--- config.mk ---
export PLATFORM = sky130hd
export DESIGN_NAME = regfile_scoreboard
export DESIGN_NICKNAME = d
export VERILOG_FILES = /design/src/rtl/regfile_scoreboard.sv
export SDC_FILE = /design/constraint.sdc
export NUM_CORES = 1
export LEC_CHECK = 0
export CAP_MARGIN = 20
export CORE_ASPECT_RATIO = 0.7
export CORE_MARGIN = 5
export CORE_UTILIZATION = 60
export CTS_CLUSTER_SIZE = 24
export DETAILED_ROUTE_END_ITERATION = 10
export PLACE_DENSITY = 0.84
export SYNTH_ARGS = -nofsm -noshare
export SYNTH_HDL_FRONTEND = slang
export SYNTH_SLANG_ARGS = --single-unit
--- constraint.sdc ---
create_clock -name clk -period 7.81 [get_ports clk]
set_input_delay 2.343 -clock clk [delete_from_list [all_inputs] [get_ports clk]]
set_output_delay 2.343 -clock clk [all_outputs]
set_load 0.01 [all_outputs]
--- src/rtl/regfile_scoreboard.sv ---
// Register file with a per-register pending-write scoreboard.
// Decode claims a destination register when it issues a writing instruction.
// Writeback retires the claim and writes the data.
// A read operand is hazardous while any write to its register is still outstanding,
// except when the last outstanding write is being bypassed in the same cycle.
module regfile_scoreboard #(
    parameter int NREGS   = 8,
    parameter int MAXPEND = 3
) (
    input  logic                     clk,
    input  logic                     rst,
    input  logic [$clog2(NREGS)-1:0] read1RegSel,
    input  logic [$clog2(NREGS)-1:0] read2RegSel,
    output logic [15:0]              read1Data,
    output logic [15:0]              read2Data,
    output logic                     hazard1,
    output logic                     hazard2,
    input  logic                     claimEn,
    input  logic [$clog2(NREGS)-1:0] claimRegSel,
    input  logic                     writeEn,
    input  logic [$clog2(NREGS)-1:0] writeRegSel,
    input  logic [15:0]              writeData,
    input  logic                     flush,
    output logic                     err
);

    localparam int SELW = $clog2(NREGS);
    localparam int PW   = $clog2(MAXPEND + 1);
    localparam logic [PW-1:0] PEND_MAX  = PW'(MAXPEND);
    localparam logic [PW-1:0] PEND_ZERO = {PW{1'b0}};
    localparam logic [PW-1:0] PEND_ONE  = PW'(1);

    logic [15:0]      regs_r     [NREGS];
    logic [PW-1:0]    pend_r     [NREGS];
    logic [PW-1:0]    pend_nxt_s [NREGS];
    logic [NREGS-1:0] claim_hit_s;
    logic [NREGS-1:0] write_hit_s;
    logic             err_r;
    logic             err_set_s;
    logic             byp1_s;
    logic             byp2_s;

    // An operand stays hazardous while writes are outstanding, unless the only one left is bypassed now.
    function automatic logic hazard_calc(input logic [PW-1:0] pend, input logic byp);
        logic busy;
        busy = 1'b0;
        if (pend == PEND_ZERO) begin
            busy = 1'b0;
        end else if ((pend == PEND_ONE) && byp) begin
            busy = 1'b0;
        end else begin
            busy = 1'b1;
        end
        return busy;
    endfunction

    // Decode which counters see a claim or a write this cycle; a flush cancels the claim.
    always_comb begin
        claim_hit_s = {NREGS{1'b0}};
        write_hit_s = {NREGS{1'b0}};
        for (int i = 0; i < NREGS; i++) begin
            claim_hit_s[i] = claimEn && !flush && (claimRegSel == SELW'(i));
            write_hit_s[i] = writeEn && (writeRegSel == SELW'(i));
        end
    end

    // Next pending counts, saturating at both ends and flagging over/underflow.
    always_comb begin
        err_set_s = 1'b0;
        for (int i = 0; i < NREGS; i++) begin
            pend_nxt_s[i] = pend_r[i];
            if (flush) begin
                pend_nxt_s[i] = PEND_ZERO;
            end else if (claim_hit_s[i] && !write_hit_s[i]) begin
                if (pend_r[i] == PEND_MAX) begin
                    err_set_s = 1'b1;
                end else begin
                    pend_nxt_s[i] = pend_r[i] + PEND_ONE;
                end
            end else if (write_hit_s[i] && !claim_hit_s[i]) begin
                if (pend_r[i] == PEND_ZERO) begin
                    err_set_s = 1'b1;
                end else begin
                    pend_nxt_s[i] = pend_r[i] - PEND_ONE;
                end
            end else begin
                pend_nxt_s[i] = pend_r[i];
            end
        end
    end

    // Register array, scoreboard counters and sticky error; reset discards everything, including a same-edge write.
    always_ff @(posedge clk) begin
        if (!rst) begin
            for (int i = 0; i < NREGS; i++) begin
                regs_r[i] <= 16'h0000;
                pend_r[i] <= PEND_ZERO;
            end
            err_r <= 1'b0;
        end else begin
            if (writeEn) begin
                regs_r[writeRegSel] <= writeData;
            end
            for (int i = 0; i < NREGS; i++) begin
                pend_r[i] <= pend_nxt_s[i];
            end
            err_r <= err_r | err_set_s;
        end
    end

    // Same-cycle writeback bypass detection for both read ports.
    always_comb begin
        byp1_s = writeEn && (writeRegSel == read1RegSel);
        byp2_s = writeEn && (writeRegSel == read2RegSel);
    end

    // Read port 1: bypassed data and hazard, forced quiet while reset is held.
    always_comb begin
        if (!rst) begin
            read1Data = 16'h0000;
            hazard1   = 1'b0;
        end else begin
            read1Data = byp1_s ? writeData : regs_r[read1RegSel];
            hazard1   = hazard_calc(pend_r[read1RegSel], byp1_s);
        end
    end

    // Read port 2: bypassed data and hazard, forced quiet while reset is held.
    always_comb begin
        if (!rst) begin
            read2Data = 16'h0000;
            hazard2   = 1'b0;
        end else begin
            read2Data = byp2_s ? writeData : regs_r[read2RegSel];
            hazard2   = hazard_calc(pend_r[read2RegSel], byp2_s);
        end
    end

    // Error flag reads as clear while reset is held.
    always_comb begin
        if (!rst) begin
            err = 1'b0;
        end else begin
            err = err_r;
        end
    end

endmodule

==> results of run 1 <==
==> registers in the layout (all words and copies together) (netlist names) <==
register / flops
err_r: 1
pend_r: 16
regs_r: 128
==> per-layer routing <==
layer	track usage [%]	up-vias	part of all wire (%)
met1	35.8	3131	39
met5	0	-	0
met3	7.05	60	10
met4	10.2	0	2.8
met2	43.6	380	48
li1	-	2757	-
==> path summary, 6_finish.rpt <==
check	to	cells after the start
worst max-delay path	read1Data[11]	7
worst min-delay path	err_r	2
worst min register to register	err_r	2
worst max register to register	err_r	5
==> metrics by stage <==
stage	setup WS, ns	total power [mW]
5_1_grt	0.503	2.05
6_report	0.574	1.99
3_5_place_dp	0.674	1.21
2_1_floorplan	2.05	1.09
4_1_cts	0.631	2.00
3_3_place_gp	0.745	1.19
==> critical path, delay by kind of cell <==
family,cells,cell delay (ns)
simple gates,1,0.39
xor+xnor,1,0.19
buf+inv,3,1.64
compound gates,2,0.31
==> power breakdown <==
group | switching, mW | internal, mW | total (mW) | leakage [nW]
clock network | 0.311 | 0.483 | 0.795 | 0.291
registers | 0.0224 | 0.892 | 0.914 | 1.37
logic | 0.143 | 0.140 | 0.283 | 2.28
==> final cells by class <==
| type | instances | area share [%] |
|---|---|---|
| well taps | 195 | 2.36 |
| clock buffers | 23 | 4.83 |
| clock inverters | 9 | 0.785 |
| inverters | 19 | 0.689 |
| flip-flops and latches | 145 | 40.4 |
| multi-input cells | 471 | 42.7 |
| repair buffers | 89 | 8.22 |
==> logic make-up (layout without fill, tap and decap cells) <==
group / Yosys count / after routing / synth area share (%)
AO/OA/AOI/OAI: 113 / 113 / 6.69
AND/OR/NAND/NOR: 232 / 232 / 15.8
buffers and inverters: 66 / 140 / 4.06
XOR/XNOR: 6 / 6 / 0.586
adder cells (fa/ha/maj): 16 / 16 / 2.23
multiplexers: 104 / 104 / 23.9
flip-flops: 145 / 145 / 46.6
==> cell usage in the layout, fill, tap and decap left out, types with 2 or more instances in the layout <==
cell type / n
clkbuf_16: 19
nor4b_1: 8
xnor2_1: 6
nor3_1: 3
o22ai_1: 3
clkbuf_1: 3
a221oi_1: 5
o21ai_0: 53
and2_1: 113
mux2i_1: 32
clkinv_2: 5
inv_1: 19
buf_4: 20
and2_2: 16
a21oi_1: 45
buf_2: 2
nand4_2: 2
nand3_1: 14
clkdlybuf4s50_1: 65
mux4_2: 17
nor2b_1: 14
a211oi_1: 2
nand2_1: 24
dfxtp_1: 17
nand2b_1: 11
mux4_1: 55
ha_1: 16
a31oi_1: 4
nor3b_1: 3
nor2_1: 15
buf_12: 2
edfxtp_1: 128
clkinv_4: 3
==> flow_summary.json, run 1 <==
{
  "stdcell_count": 951,
  "cts_resized": 0,
  "fmax_ghz": 0.138,
  "clkTransAtPathRegs_ns": 0.06,
  "worst_r2r_startpoint": "pend_r[1][0]",
  "post_cts_buffers": 0,
  "grt_max_degree": 37,
  "synthTopCellsByArea": "edfxtp_1, mux4_1, and2_1",
  "slew_headroom_pct": 26.6,
  "numCtsBuffers": 17,
  "min_period_over_period_pct": 92.6,
  "crit_chain": "clkdlybuf4s50_1 -> xnor2_1 -> nand4_2 -> buf_4 -> o21ai_0 -> a21oi_1 -> clkdlybuf4s50_1",
  "netlist_area_mm2": 0.00897,
  "vias": 6328,
  "wl_per_cell_um": 24.6,
  "firstDrtPassIters": 5,
  "fillers": 952,
  "final_area_mm2": 0.0104,
  "hp-start": "err_r",
  "yosysWarnings": 0,
  "clk_latency_ns": 0.42,
  "die_w_um": 156,
  "cellPowerDensity_mw_per_mm2": 192,
  "clock_tree.buffer_depth": 2,
  "cpMostUsedCell": "clkdlybuf4s50_1",
  "first_global_vias": 6364,
  "utilization_pct": 70.6,
  "hold_class": "reg -> reg",
  "postCtsHoldBufs": 0,
  "ant_nets": 0,
  "tns_ns": 0,
  "cts_sinks": 145,
  "area_growth_pct": 15.4,
  "layout.nets": 792,
  "antenna_found_initial": 0,
  "antennaDiodeCount": 0,
  "r2r_slack_ns": 6.23,
  "htree_levels": 4,
  "routed_wl_mm": 23.4,
  "setup.worst_path.end_class": "output port",
  "drc": 0,
  "multiInputGateArea_mm2": 0.00442,
  "synth_area_leader_cell": "edfxtp_1",
  "drt_iter0_markers": 637,
  "core_area_mm2": 0.0147,
  "syn_avg_cell_area_um2": 13.2,
  "start_util_pct": 61.1,
  "grt_pass1_wl_mm": 35.9,
  "ys_ff_latch": 145,
  "cp-start-kind": "input port",
  "rsz0062_at_grt": "no",
  "cp.arrival_ns": 4.89,
  "critPathKind": "in -> out",
  "syn_nets": 731,
  "slowest_stage": "clkdlybuf4s50_1",
  "rows": 37,
  "post_drt_via_cell_ratio": 6.65,
  "ys_top_cells_by_count": "edfxtp_1, and2_1, mux4_1, o21ai_0, a21oi_1",
  "yosysSeqAreaShare_pct": 46.6,
  "irDropWorstVdd_mv": 0.145,
  "ff_latch_area_mm2": 0.00418,
  "cts_tree": "built",
  "period_needed_ns": 7.24,
  "synthCells": 682,
  "async_flop_share_pct": 0,
  "die_h_um": 112,
  "finalMaxSlewViolations": 0,
  "yosysMostFrequentCell": "edfxtp_1",
  "dp.cells": 919,
  "worst_pin_slew_ns": 1.10,
  "synth_flop_cell": "edfxtp_1",
  "holdWs_ns": 0.560,
  "cp-startpoint": "writeRegSel[0]",
  "cap_violations": 0,
  "p_leak_nw": 3.95,
  "fin_worst_skew_ns": 0.00322,
  "place.port_buffers": 67,
  "grtUsageTotal_pct": 27.1,
  "synth_edf_count": 128,
  "cp_max_fo": 14,
  "hold_viol": 0,
  "dp_hpwl_mm": 14.9,
  "root_buffer": "clkbuf_16",
  "cp.required_ns": 5.47,
  "place_congestion": 0.907,
  "max_stage_delay_ns": 0.79,
  "die-area_mm2": 0.0175,
  "final_layout_size_suffix_gt1_share_pct": 12.3,
  "setup_violations": 0,
  "outcome": "complete, no violations",
  "synth_top_area_share_pct": 42.8,
  "yosys.cell_types.count": 40,
  "io_pins": 68,
  "place_area_mm2": 0.00977,
  "overflow": 0
}
(Power assumes the default switching activity.)
==> run 2, diff against run 1 <==
Settings changed: CELL_PAD_IN_SITES_DETAIL_PLACEMENT set to 1, CELL_PAD_IN_SITES_GLOBAL_PLACEMENT set to 1, CORE_UTILIZATION 60 to 53, PLACE_DENSITY 0.84 to 0.88.
==> run 2 against run 1 <==
Against the previous run: cell area is 0.24% higher; clock power is 4.4% higher; die area up 12%; first-iteration DRC count grew 9.4%; routed wire length up 20%; core utilization is 7.4 points lower; maximum frequency decreased by 3.2%; final cell count is 2.9% higher; via count is 3.4% higher; non-clock buffer count down 2; power increased by 2.5%.
==> flow_summary.json, run 2 (synthesized netlist as in run 1, its figures left out) <==
{
  "area_growth_pct": 15.7,
  "cp.arrival_ns": 5.13,
  "cp_max_fo": 17,
  "largest_reg_flops": 128,
  "clk_latency_ns": 0.43,
  "endpoint": "read1Data[15]",
  "worst_r2r_startpoint": "pend_r[5][0]",
  "overflow": 0,
  "seqPwrFrac_pct": 44.8,
  "routed_wl_mm": 28.2,
  "hold_viol": 0,
  "cts_tree": "built",
  "swShare_pct": 26.3,
  "period_needed_ns": 7.47,
  "post_drt_via_cell_ratio": 6.69,
  "hold_class": "reg -> reg",
  "outcome": "complete, no violations",
  "reg_top3": "regs_r (128), pend_r (16), err_r (1)",
  "place_congestion": 0.860,
  "cp-startpoint": "writeRegSel[0]",
  "dp_hpwl_mm": 17.6,
  "rr_endpoint": "err_r",
  "tns_ns": 0,
  "cts_resized": 0,
  "drc": 0,
  "io_pins": 68,
  "cp.required_ns": 5.47,
  "p_clk_share_pct": 40.6,
  "htree_levels": 4,
  "grt_max_degree": 47,
  "wl_per_cell_um": 28.8,
  "power_switching_mw": 0.536,
  "final_layout_size_suffix_gt1_share_pct": 12.7,
  "layout.nets": 790,
  "die_w_um": 166,
  "multiInputGateArea_mm2": 0.00442,
  "clkTransAtPathRegs_ns": 0.06,
  "critPathKind": "in -> out",
  "vias": 6546,
  "finalMaxSlewViolations": 0,
  "post_cts_buffers": 0,
  "internal_power_mw": 1.51,
  "start_util_pct": 54.6,
  "grtUsageTotal_pct": 29.3,
  "irDropWorstVdd_mv": 0.149,
  "core_area_mm2": 0.0164,
  "numCtsBuffers": 17,
  "min_period_over_period_pct": 95.7,
  "cellPowerDensity_mw_per_mm2": 197,
  "cp-start-kind": "input port",
  "rr_worst_depth": 5,
  "ant_nets": 0,
  "setup.worst_path.end_class": "output port",
  "ff_latch_area_mm2": 0.00418,
  "rows": 39,
  "worst_pin_slew_ns": 1.12,
  "antenna_found_initial": 0,
  "p_leak_nw": 3.93,
  "grt_pass1_wl_mm": 42.2,
  "rsz0062_at_grt": "no",
  "first_global_vias": 6919,
  "r2r_slack_ns": 5.79,
  "layout_commonest_cell": "edfxtp_1",
  "cts_sinks": 145,
  "fmax_ghz": 0.134,
  "antennaDiodeCount": 0,
  "firstDrtPassIters": 6,
  "combPwrFrac_pct": 14.5,
  "fillers": 1596,
  "die_h_um": 119,
  "setup_violations": 0,
  "final_cell_mix": "edfxtp_1, and2_1, clkdlybuf4s50_1, mux4_1, o21ai_0",
  "fin_worst_skew_ns": 0.00557,
  "die-area_mm2": 0.0197,
  "regMostFlops": "regs_r",
  "clock_tree.buffer_depth": 2,
  "cap_violations": 0,
  "postCtsHoldBufs": 0,
  "root_buffer": "clkbuf_16",
  "total_power_mw": 2.04,
  "slew_headroom_pct": 25.2,
  "place.port_buffers": 67,
  "drt_iter0_markers": 697
}
run 2: changes by cell type in the layout (fill, tap and decap cells not counted), sizes merged:
cell and delta:
bufinv +1, clkbuf -6, clkdlybuf4s50 -2, clkinv -1
clkinvlp +3, inv +3
run 2: metrics by stage:
step	utilization, %	setup WS [ns]	hold WS, ns	instances	area (um2)
4_1_cts	63.0	0.434	0.562	978	10400
5_1_grt	63.1	0.260	0.609	979	10400
6_report	63.1	0.338	0.568	979	10400
2_1_floorplan	-	2.05	0.496	682	8970
3_3_place_gp	59.4	0.665	0.526	946	9770
3_5_place_dp	59.4	0.448	0.539	946	9770
run 2: critical path, stage by stage:
cell	delay (ns)
clkdlybuf4s50_1	0.68
xnor2_1	0.34
nand4_2	0.49
buf_4	0.38
o21ai_0	0.24
a21oi_1	0.12
clkdlybuf4s50_1	0.53
run 2: worst min path at each step:
stage	endpoint	depth (start not counted)	slack, ns	start
after floorplan	pend_r[2][1]	2	0.50	pend_r[2][1]
after global placement	pend_r[2][1]	2	0.53	pend_r[2][1]
after detailed placement	pend_r[7][1]	2	0.54	pend_r[7][1]
after CTS	pend_r[7][1]	2	0.56	pend_r[7][1]
after global routing	pend_r[6][1]	2	0.61	pend_r[6][1]
final	pend_r[1][1]	2	0.57	pend_r[1][1]
run 2: power groups by stage:
stage | logic [mW] | registers [mW] | clock network [mW]
2_1_floorplan | 0.172 | 0.916 | 0
3_3_place_gp | 0.275 | 0.920 | 0
4_1_cts | 0.293 | 0.915 | 0.832
3_5_place_dp | 0.288 | 0.929 | 0
5_1_grt | 0.310 | 0.919 | 0.872
6_report | 0.296 | 0.915 | 0.830
run 2: area by class of cell:
class                      count  area share [%]
multi-input combinational    471            42.6
timing repair buffer          87            8.03
clock inverter                15            1.55
inverter                      19           0.687
sequential                   145            40.3
clock buffer                  17            4.10
tap                          225            2.71
run 2: routing by layer:
metal	up-vias	track usage, %	wire (um)
met1	3327	38.1	11000
met3	93	5.97	2140
met2	375	48.3	14000
met5	-	0	0
met4	0	12.6	1070
li1	2751	-	-
==> run 3, diff against run 2 <==
Settings changed: CTS_CLUSTER_DIAMETER set to 50.
Clock period 7.81 ns to 9.6 ns, I/O delays scaled along.
==> run 3 against run 2 <==
Against the previous run: global-route usage increased by 2.0 points; power decreased by 19%; non-clock buffer count decreased by 2; combinational power decreased by 17%; sequential share of layout area increased by 0.14 points; clock skew about the same; routed wire length increased by 6.8%; clock power decreased by 20%; first-iteration DRC count increased by 17%.
==> flow_summary.json, run 3 (synthesized netlist as in run 1, its figures left out) <==
{
  "outcome": "complete, no violations",
  "cp_max_fo": 21,
  "max_stage_delay_ns": 0.72,
  "setup_violations": 0,
  "wl_met2_mm": 15.0,
  "clkTransAtPathRegs_ns": 0.07,
  "grtUsageTotal_pct": 31.3,
  "routed_wl_mm": 30.1,
  "cp.arrival_ns": 5.82,
  "slowest_stage": "clkdlybuf4s50_1",
  "cp-start-kind": "input port",
  "root_buffer": "clkbuf_16",
  "fmax_ghz": 0.115,
  "drc": 0,
  "grt_pass1_wl_mm": 44.9,
  "firstDrtPassIters": 5,
  "die_w_um": 166,
  "post_cts_buffers": 0,
  "clock_tree.buffer_depth": 2,
  "rr_worst_depth": 5,
  "antennaDiodeCount": 0,
  "cts_tree": "built",
  "place.port_buffers": 67,
  "crit_chain": "clkdlybuf4s50_1 -> xnor2_1 -> nand4_2 -> buf_4 -> a21oi_1 -> clkdlybuf4s50_1",
  "io_pins": 68,
  "cp-startpoint": "writeRegSel[1]",
  "ff_latch_area_mm2": 0.00418,
  "cp.required_ns": 6.72,
  "worst_pin_slew_ns": 1.24,
  "period_needed_ns": 8.70,
  "hold_class": "reg -> reg",
  "critPathKind": "in -> out",
  "top_layer": "met4",
  "cts_resized": 0,
  "dp_hpwl_mm": 18.1,
  "clk_latency_ns": 0.43,
  "irDropWorstVdd_mv": 0.131,
  "setup.worst_path.end_class": "output port",
  "endpoint": "read1Data[15]",
  "final_area_mm2": 0.0103,
  "finalMaxSlewViolations": 0,
  "worst_r2r_startpoint": "pend_r[5][0]",
  "layout_commonest_cell": "edfxtp_1",
  "fin_worst_skew_ns": 0.00567,
  "hold_viol": 0,
  "ant_nets": 0,
  "cpMostUsedCell": "clkdlybuf4s50_1",
  "antenna_found_initial": 1,
  "rsz0062_at_grt": "no",
  "fillers": 1581,
  "wl_met3_mm": 2.54,
  "die_h_um": 119,
  "tns_ns": 0,
  "place_area_mm2": 0.00974,
  "cap_violations": 0,
  "cts_sinks": 145,
  "grt_max_degree": 37,
  "post_drt_via_cell_ratio": 6.88,
  "final_layout_size_suffix_gt1_share_pct": 12.2,
  "postCtsHoldBufs": 0,
  "drt-met1-wl_mm": 11.4,
  "core_area_mm2": 0.0164,
  "reg_top3": "regs_r (128), pend_r (16), err_r (1)",
  "area_growth_pct": 15.3,
  "start_util_pct": 54.6,
  "vias": 6722,
  "numCtsBuffers": 17,
  "regMostFlops": "regs_r",
  "p_leak_nw": 3.92,
  "drt_iter0_markers": 818,
  "slew_headroom_pct": 16.8,
  "place_congestion": 0.835,
  "die-area_mm2": 0.0197,
  "overflow": 0,
  "hp-start": "err_r",
  "largest_reg_flops": 128,
  "multiInputGateArea_mm2": 0.00442,
  "rows": 39,
  "wl_per_cell_um": 30.8,
  "first_global_vias": 7125,
  "layout.nets": 788,
  "r2r_slack_ns": 7.88,
  "final_cell_mix": "edfxtp_1, and2_1, clkdlybuf4s50_1, mux4_1, o21ai_0",
  "min_period_over_period_pct": 90.6,
  "cellPowerDensity_mw_per_mm2": 161,
  "htree_levels": 4,
  "rr_endpoint": "err_r"
}
==> run 3: where the power goes <==
group | total, mW | switching [mW] | internal, mW
Sequential | 0.748 | 0.0228 | 0.725
Combinational | 0.246 | 0.133 | 0.113
Clock | 0.666 | 0.288 | 0.378
Total | 1.66 | 0.443 | 1.22
==> run 3: per-layer routing <==
metal  up-vias  global-route usage [%]
met3       107                    8.84
met4         0                    12.7
li1       2750                       -
met5         -                       0
met2       427                    51.2
met1      3438                    39.7
==> run 3: layout make-up <==
class / count / share of cell area (%)
multi-input combinational: 471 / 42.8
sequential: 145 / 40.4
timing repair buffer: 85 / 7.79
clock buffer: 22 / 4.91
tap: 225 / 2.72
inverter: 19 / 0.689
clock inverter: 10 / 0.677
==> run 3: critical path: cells and delay by family <==
kind | cells | cell delay [ns]
AO/OA/AOI/OAI | 1 | 0.26
XOR/XNOR | 1 | 0.38
buffers and inverters | 3 | 1.74
AND/OR/NAND/NOR | 1 | 0.55
==> run 3: how the worst min path moves through the flow <==
stage / endpoint / slack, ns / depth (start not counted)
floorplan: pend_r[2][1] / 0.50 / 2
global placement: pend_r[6][1] / 0.53 / 2
detailed placement: err_r / 0.55 / 2
CTS: pend_r[6][1] / 0.57 / 2
global route: pend_r[6][1] / 0.60 / 2
finish: err_r / 0.57 / 2
==> run 3: per-stage QoR <==
stage | total power, mW | hold WS, ns | cells | worst slack [ns] | util, %
final | 1.66 | 0.570 | 977 | 0.901 | 62.9
after floorplan | 0.886 | 0.496 | 682 | 2.77 | -
after global routing | 1.71 | 0.598 | 977 | 0.847 | 62.9
after global placement | 0.971 | 0.528 | 944 | 1.17 | 59.2
after CTS | 1.65 | 0.570 | 976 | 0.973 | 62.7
after detailed placement | 0.992 | 0.549 | 944 | 1.09 | 59.2
